### src/rtl/ring_johnson_counter.sv
// ring_johnson_counter
//   Shift-register sequencer, BIT bits wide. At run time it is either a one-hot ring
//   or a twisted-ring (Johnson) counter, and it shifts right or left. It has a parallel
//   load, holds while en is low, and gives a registered wrap pulse when a step lands on
//   HOME. An illegal pattern is corrected to HOME on the next enabled edge, and that
//   edge also raises a registered illegal pulse.
//   All state changes happen on the falling edge of clk.
// Ports
//   clk      : clock (state updates on negedge)
//   clr      : synchronous active-high reset, sampled on the same negedge
//   en       : 1 = advance one step, 0 = hold
//   dir      : 0 = shift toward bit 0, 1 = shift toward MSB
//   mode     : 0 = ring (one-hot), 1 = Johnson
//   load     : parallel load of load_val (wins over en)
//   load_val : value to load
//   count    : counter state
//   wrap     : pulse, this edge's step produced HOME
//   illegal  : pulse, this edge replaced an illegal pattern with HOME
module ring_johnson_counter #(
  parameter int BIT = 4
) (
  input  logic           clk,
  input  logic           clr,
  input  logic           en,
  input  logic           dir,
  input  logic           mode,
  input  logic           load,
  input  logic [BIT-1:0] load_val,
  output logic [BIT-1:0] count,
  output logic           wrap,
  output logic           illegal
);

  localparam logic [BIT-1:0] ONE_C = BIT'(1);
  localparam logic [BIT-2:0] ONE_T = (BIT-1)'(1);

  logic [BIT-1:0] count_q, count_d, home, step;
  logic [BIT-2:0] trans;
  logic           wrap_q, wrap_d, ill_q, ill_d, legal;

  always_comb begin
    home  = mode ? '0 : {1'b1, {(BIT-1){1'b0}}};
    // One bit per adjacent pair that differs. A legal Johnson pattern has at most
    // one transition. A legal ring pattern has exactly one bit set. Both are
    // checked with the x & (x-1) single-bit test.
    trans = count_q[BIT-1:1] ^ count_q[BIT-2:0];
    if (mode) legal = (trans & (trans - ONE_T)) == '0;
    else      legal = (count_q != '0) && ((count_q & (count_q - ONE_C)) == '0);

    case ({mode, dir})
      2'b00:   step = {count_q[0], count_q[BIT-1:1]};
      2'b01:   step = {count_q[BIT-2:0], count_q[BIT-1]};
      2'b10:   step = {~count_q[0], count_q[BIT-1:1]};
      default: step = {count_q[BIT-2:0], ~count_q[BIT-1]};
    endcase

    count_d = count_q;
    wrap_d  = 1'b0;
    ill_d   = 1'b0;
    if (load) begin
      count_d = load_val;             // taken as-is, even when illegal
    end else if (en) begin
      if (legal) begin
        count_d = step;
        wrap_d  = (step == home);
      end else begin
        count_d = home;               // correction replaces the shift on this edge
        ill_d   = 1'b1;
      end
    end
  end

  always_ff @(negedge clk) begin
    if (clr) begin
      count_q <= home;
      wrap_q  <= 1'b0;
      ill_q   <= 1'b0;
    end else begin
      count_q <= count_d;
      wrap_q  <= wrap_d;
      ill_q   <= ill_d;
    end
  end

  assign count   = count_q;
  assign wrap    = wrap_q;
  assign illegal = ill_q;

endmodule
### config.mk
export PLATFORM = sky130hd
export DESIGN_NAME = ring_johnson_counter
export DESIGN_NICKNAME = d
export VERILOG_FILES = /design/src/rtl/ring_johnson_counter.sv
export SDC_FILE = /design/constraint.sdc
export NUM_CORES = 1
export LEC_CHECK = 0
export ABC_AREA = 1
export BUFFER_PORTS_ARGS = -buffer_cell sky130_fd_sc_hd__buf_2
export CORE_MARGIN = 3
export CORE_UTILIZATION = 44
export DETAILED_ROUTE_END_ITERATION = 8
export PLACE_DENSITY_LB_ADDON = 0.3
export SYNTH_ARGS = -nofsm -noshare
export SYNTH_HDL_FRONTEND = slang
export SYNTH_SLANG_ARGS = --single-unit
### constraint.sdc
create_clock -name clk -period 1.5 [get_ports clk]
set_clock_uncertainty 0.1 [all_clocks]
set_input_delay 0.075 -clock clk [delete_from_list [all_inputs] [get_ports clk]]
set_output_delay 0.075 -clock clk [all_outputs]
set_load 0.02 [all_outputs]
=== Word-level counts from Yosys, hierarchy flattened ===
Cells that the tools add are included.

* Add/sub/neg operators: 2
* Equality and inequality tests: 3
* Muxes and demuxes: 8
* Bitwise gates (word level): 7
* Reduce and logical (&&, ||, !) cells: 8

{| class="wikitable"
|+ Operators with widths
! kind !! number
|-
| $mux 4 || 5
|-
| $pmux 4 s3 || 1
|-
| $and 4x4->4 || 1
|-
| $eq 4x4->1 || 1
|-
| $logic_not 4->1 || 1
|-
| $not 1->1 || 4
|-
| $reduce_bool 4->1 || 1
|-
| $reduce_or 4->1 || 1
|-
| $sub 4x1->4 const B || 1
|-
| $and 3x3->3 || 1
|-
| $logic_not 3->1 || 1
|-
| $reduce_bool 3->1 || 1
|-
| $reduce_or 3->1 || 1
|-
| $sub 3x1->3 const B || 1
|-
| $xor 3x3->3 || 1
|-
| $eq 2x1->1 const B || 1
|-
| $eq 2x2->1 const B || 1
|-
| $logic_not 2->1 || 1
|-
| $mux 1 || 2
|-
| $logic_and 1x1->1 || 1
|}

* Register bits: 6
* Input bits: 10

=== Longest topological paths before layout ===
Gate-level depths: netlist of run 1.

* Word-level depth: 9
* Mapped depth: 10

==> reports/metrics.yaml, run 1 <==
clock_tree:
  postCtsHoldBufs: 0
  cts_tree: "yes"
  cts_sinks: 6
  htreeDepth: 1
  cts.root.buffer_cell: "clkbuf_4"
  clkTransAtPathRegs_ns: 0.05
  clk_latency_ns: 0.33
  cts.path.max_buffers: 2
  cts_buffers: 3
power:
  leakage_nw: 0.542
  peakVddDrop_v: 0.000672
  seq_power_share_pct: 23.3
  switchingPower_uw: 370
  swShare_pct: 42.0
  clkPwrFrac_pct: 26.2
  combinationalPowerShare_pct: 50.5
  power.density_nw_per_um2: 863
  p_int_uw: 511
placed_design:
  hpwl_um: 1150
  dp.cells: 130
  gp_congestion: 0.915
  port_buffers: 15
run_status:
  run_status: "finished with violations"
  violations: "setup timing"
worst_hold_path:
  hold_path_depth: 4
  hold_class: "in -> reg"
layout:
  utilization_pct: 87.2
  syn_to_final_growth_pct: 77.8
  fill_cells: 63
  instances_no_fill: 145
  final_nets: 148
  diodes: 0
  layout-drive-gt1-share_pct: 51.1
critical_path:
  endpoint_kind: "output pin"
  worst-setup-path-type: "reg -> out"
  crit_family: "flip-flops"
  path_depth: 1
  critical_path_arrival_ns: 1.67
  path_cells: "buf_6"
  crit_slowest_cell: "edfxtp_1"
  cp_slowest_stage_delay_ns: 0.44
  startpoint_type: "register"
  cp.buffers_inverters: 1
  required_ns: 1.32
  crit_fanout: 2
  r2r_cells: 10
synth:
  ys.flop_type: "edfxtp_1"
  synth_top_area_cell: "edfxtp_1"
  synth_edf_count: 4
  synth.net_count: 106
  synthTopCellsByCount: "31 x nand2_1, 16 x inv_1, 11 x nor2_1"
  synth.area.top_cells: "edfxtp_1 21%, nand2_1 20%, ha_1 11%"
  synth_seq_cells: 6
  yosysSeqAreaShare_pct: 27.9
  netlist_instances: 91
  syn_avg_cell_area_um2: 6.31
  yosys.cell_count.top_type: "nand2_1"
  yosysWarnings: 0
  synth_area_um2: 574
  postSynth.asyncResetShare_pct: 0
  synth_top_area_share_pct: 20.9
  ys_types: 17
timing:
  setup_viol: 12
  slew_viol_final: 0
  slew_headroom_pct: 84.9
  rsz0062_at_grt: "true"
  timing.hold.ws_ns: 0.730
  hold_viol_final: 0
  fin_tns_setup_ns: -2.64
  tightest_slew_ns: 0.226
  worst_slack_ns: -0.342
floorplan:
  fp.coreArea_um2: 1170
  die_area_um2: 1770
  fp-row-count: 12
  die_width_um: 42.1
  fp.dieH_um: 42.1
  start_util_pct: 49.0
  ioPinCount: 16
route:
  num_vias: 793
  drtIter0Drc: 36
  ant_nets: 0
  vias_per_cell: 5.47
  drc_errors: 0
  drt_pass1_iterations: 4
  wl_per_cell_um: 15.3
  routed_wl_um: 2220
flow_run:
  maxCapViolations: 0
global_routing:
  antenna_found_initial: 0
  grt_max_degree: 9
  track_usage_pct: 18.3
  first_global_vias: 654
  grt_pass1_wl_um: 2500
  overflow: 0
==> per-layer routing <==
metal | track usage, % | share of wire (%) | wire (µm) | vias up
met5 | 0 | 0 | 0 | -
met2 | 29.3 | 53 | 1170 | 53
met1 | 21.2 | 37 | 827 | 358
met4 | 9.32 | 3.4 | 75 | 0
li1 | - | - | - | 372
met3 | 6.87 | 6.5 | 145 | 10
==> final timing paths <==
kind | slack, ns | startpoint | end
worst min-delay path | 0.73 | clr | illegal
worst min register to register | 0.86 | count[2] | wrap
worst max-delay path | -0.34 | count[3] | count[3]
worst max register to register | -0.27 | count[3] | count[0]
==> area by class of cell <==
type	count	area, µm²	share of cell area, %
tap	14	17.5	1.72
sequential	6	163	15.9
multi-input combinational	67	460	45.1
clock inverter	6	22.5	2.21
timing repair buffer	33	260	25.5
clock buffer	3	22.5	2.21
inverter	16	75.1	7.35
==> timing repair <==
action                     in CTS  in global routing
gates cloned                    0                  0
buffers inserted                5                  2
pin swaps                       1                 14
gates resized for setup        11                 36
setup endpoints to repair      10                 12
==> layout by cell type (no fill, tap or decap), types with 2 or more instances in the layout <==
cell      count
a21oi_2       2
buf_2        10
buf_4        13
buf_6        10
clkbuf_4      3
dfxtp_2       2
edfxtp_1      4
ha_4          4
inv_1        14
inv_2         4
inv_4         3
nand2_1      25
nand2_2       6
nand3_1       6
nand3_2       3
nand3_4       2
nor2_1       11
o21ai_2       2
==> cells by family after synthesis <==
logic type                 Yosys count  synth area share (%)
buffers and inverters               18                  12.0
AOI/OAI and AO/OA                    6                  5.66
DFF                                  6                  27.9
and+or+nand+nor                     56                  43.6
adders and majority gates            5                  10.9
==> power by group through the flow <==
stage / Sequential, mW / Clock [mW] / Combinational (mW)
after floorplan: 0.226 / 0.0286 / 0.147
after global placement: 0.208 / 0.0286 / 0.257
after detailed placement: 0.208 / 0.0286 / 0.262
after CTS: 0.202 / 0.226 / 0.306
after global routing: 0.206 / 0.271 / 0.479
final: 0.205 / 0.231 / 0.445
==> sequential cells by signal (all words and copies together) (netlist names) <==
| name | cells |
|---|---|
| wrap | 1 |
| count | 4 |
| illegal | 1 |
==> worst reg2reg max path: cells and delay by family (launching register included) <==
family / cells / cell delay, ns
fa+ha+maj: 1 / 0.26
buf+inv: 2 / 0.17
flops: 1 / 0.40
simple gates: 7 / 0.56
==> per-stage QoR <==
step	setup slack [ns]	cell area, µm²	power [mW]
2_1_floorplan	-0.172	591	0.401
3_3_place_gp	-0.269	754	0.493
3_5_place_dp	-0.289	754	0.499
4_1_cts	-0.302	863	0.734
5_1_grt	-0.378	1020	0.956
6_report	-0.342	1020	0.881
(Power assumes the default switching activity.)
==> inputs of run 2 (changes only) <==
ABC_CLOCK_PERIOD_IN_PS = 1500   (was unset)
PLACE_DENSITY = 0.71   (was unset)
PLACE_DENSITY_LB_ADDON = unset   (was 0.3)
==> reports/metrics.yaml, run 2 (synthesis results as in run 1) <==
floorplan:
  ioPinCount: 16
  die_area_um2: 1770
  start_util_pct: 49.0
  fp.dieH_um: 42.1
  die_width_um: 42.1
  fp-row-count: 12
  fp.coreArea_um2: 1170
timing:
  rsz0062_at_grt: "true"
  fin_crit_sh_pct: 121
  tightest_slew_ns: 0.220
  hold_viol_final: 0
  layout_min_cycle_time_ns: 1.81
  setup_viol: 12
  slew_headroom_pct: 85.2
  slew_viol_final: 0
  worst_slack_ns: -0.312
  clock.fmax_ghz: 0.556
global_routing:
  antenna_found_initial: 0
  first_global_vias: 714
  track_usage_pct: 21.7
  grt_pass1_wl_um: 2920
  overflow: 0
  grt_max_degree: 9
critical_path:
  cp_slowest_stage_delay_ns: 0.43
  path_cells: "buf_6"
  required_ns: 1.32
  critical_path_arrival_ns: 1.64
  startpoint_type: "register"
  regToRegSetupSlack_ns: -0.30
  endpoint_kind: "output pin"
  crit_fanout: 2
  cp.buffers_inverters: 1
  crit_slowest_cell: "edfxtp_1"
  worst-setup-path-type: "reg -> out"
  crit_family: "flip-flops"
clock_tree:
  cts_buffers: 3
  cts_tree: "yes"
  clkTransAtPathRegs_ns: 0.03
  clk_latency_ns: 0.32
  cts.root.buffer_cell: "clkbuf_4"
  cts_sinks: 6
  htreeDepth: 1
  cts.path.max_buffers: 2
  postCtsHoldBufs: 0
route:
  wl_per_cell_um: 13.3
  drtIter0Drc: 32
  num_vias: 738
  vias_per_cell: 5.02
  routed_wl_um: 1960
  ant_nets: 0
  drc_errors: 0
  drt_pass1_iterations: 4
layout:
  syn_to_final_growth_pct: 75.2
  most-common-layout-cells: "28 x nand2_1, 15 x buf_4, 14 x inv_1, 11 x nor2_1"
  diodes: 0
  largest_register_ffs: 4
  utilization_pct: 85.9
  area.sequential_um2: 163
  fill_cells: 66
  final_nets: 150
  layout-drive-gt1-share_pct: 50.4
  layout_commonest_cell: "nand2_1"
  multi_input_area_um2: 433
flow_run:
  maxCapViolations: 0
power:
  peakVddDrop_v: 0.000530
  p_int_uw: 499
  combinationalPowerShare_pct: 49.5
  switchingPower_uw: 335
  power.density_nw_per_um2: 829
  leakage_nw: 0.553
  power_uw: 834
  swShare_pct: 40.2
  seq_power_share_pct: 24.5
  clkPwrFrac_pct: 26.0
placed_design:
  port_buffers: 15
  gp_congestion: 0.874
  hpwl_um: 1080
  pre_cts_slack_ns: -0.305
run_status:
  violations: "setup timing"
  run_status: "finished with violations"
worst_hold_path:
  hold_class: "in -> reg"
==> run 2: cell count changes in the layout (fill, tap and decap cells not counted), sizes merged <==
| cell | change |
|---|---|
| buf | +2 |
==> run 2: area by class of cell <==
class / instances / share of cell area (%)
flip-flops and latches: 6 / 16.2
clock buffers: 3 / 2.24
well taps: 14 / 1.74
clock inverters: 6 / 2.24
repair buffers: 35 / 27.4
inverters: 16 / 7.21
multi-input cells: 67 / 43.0
==> run 2: worst paths after layout <==
kind	to	depth (start not counted)	from
worst min-delay path	illegal	4	clr
worst min register to register	wrap	7	count[1]
worst max-delay path	count[0]	1	count[0]
worst max register to register	count[0]	10	count[0]
==> run 2: per-stage QoR <==
stage,instance area [µm²],instances,setup TNS (ns),hold slack (ns)
floorplan,591,91,-0.511,0.663
global placement,769,132,-1.89,0.732
detailed placement,769,132,-2.08,0.746
CTS,971,148,-2.74,0.741
global route,1010,147,-3.39,0.751
finish,1010,147,-2.73,0.739
==> run 2: what timing repair did <==
action / in CTS / in global routing
pin swaps: 6 / 2
gates resized for setup: 30 / 12
endpoints found under the setup margin: 12 / 12
buffers inserted: 8 / 0
==> run 2: power groups by stage <==
stage                     Clock, mW  Sequential [mW]  Combinational (mW)
after floorplan              0.0286            0.226               0.147
after global placement       0.0286            0.208               0.271
after detailed placement     0.0286            0.208               0.274
after CTS                     0.217            0.202               0.374
after global routing          0.260            0.204               0.445
final                         0.217            0.204               0.413
==> run 2: tightest hold or removal path, stage by stage <==
cell,delay (ns)
buf_2,0.13
nor3_4,0.06
nand2_2,0.05
inv_1,0.03
==> run 2: routing by layer <==
metal  GRT usage (%)  vias up  routed length (µm)
met2            37.3       31                 965
met4            8.70        0                  30
met1            24.5      330                 864
li1                -      372                   -
met3            6.87        5                  96
met5               0        -                   0
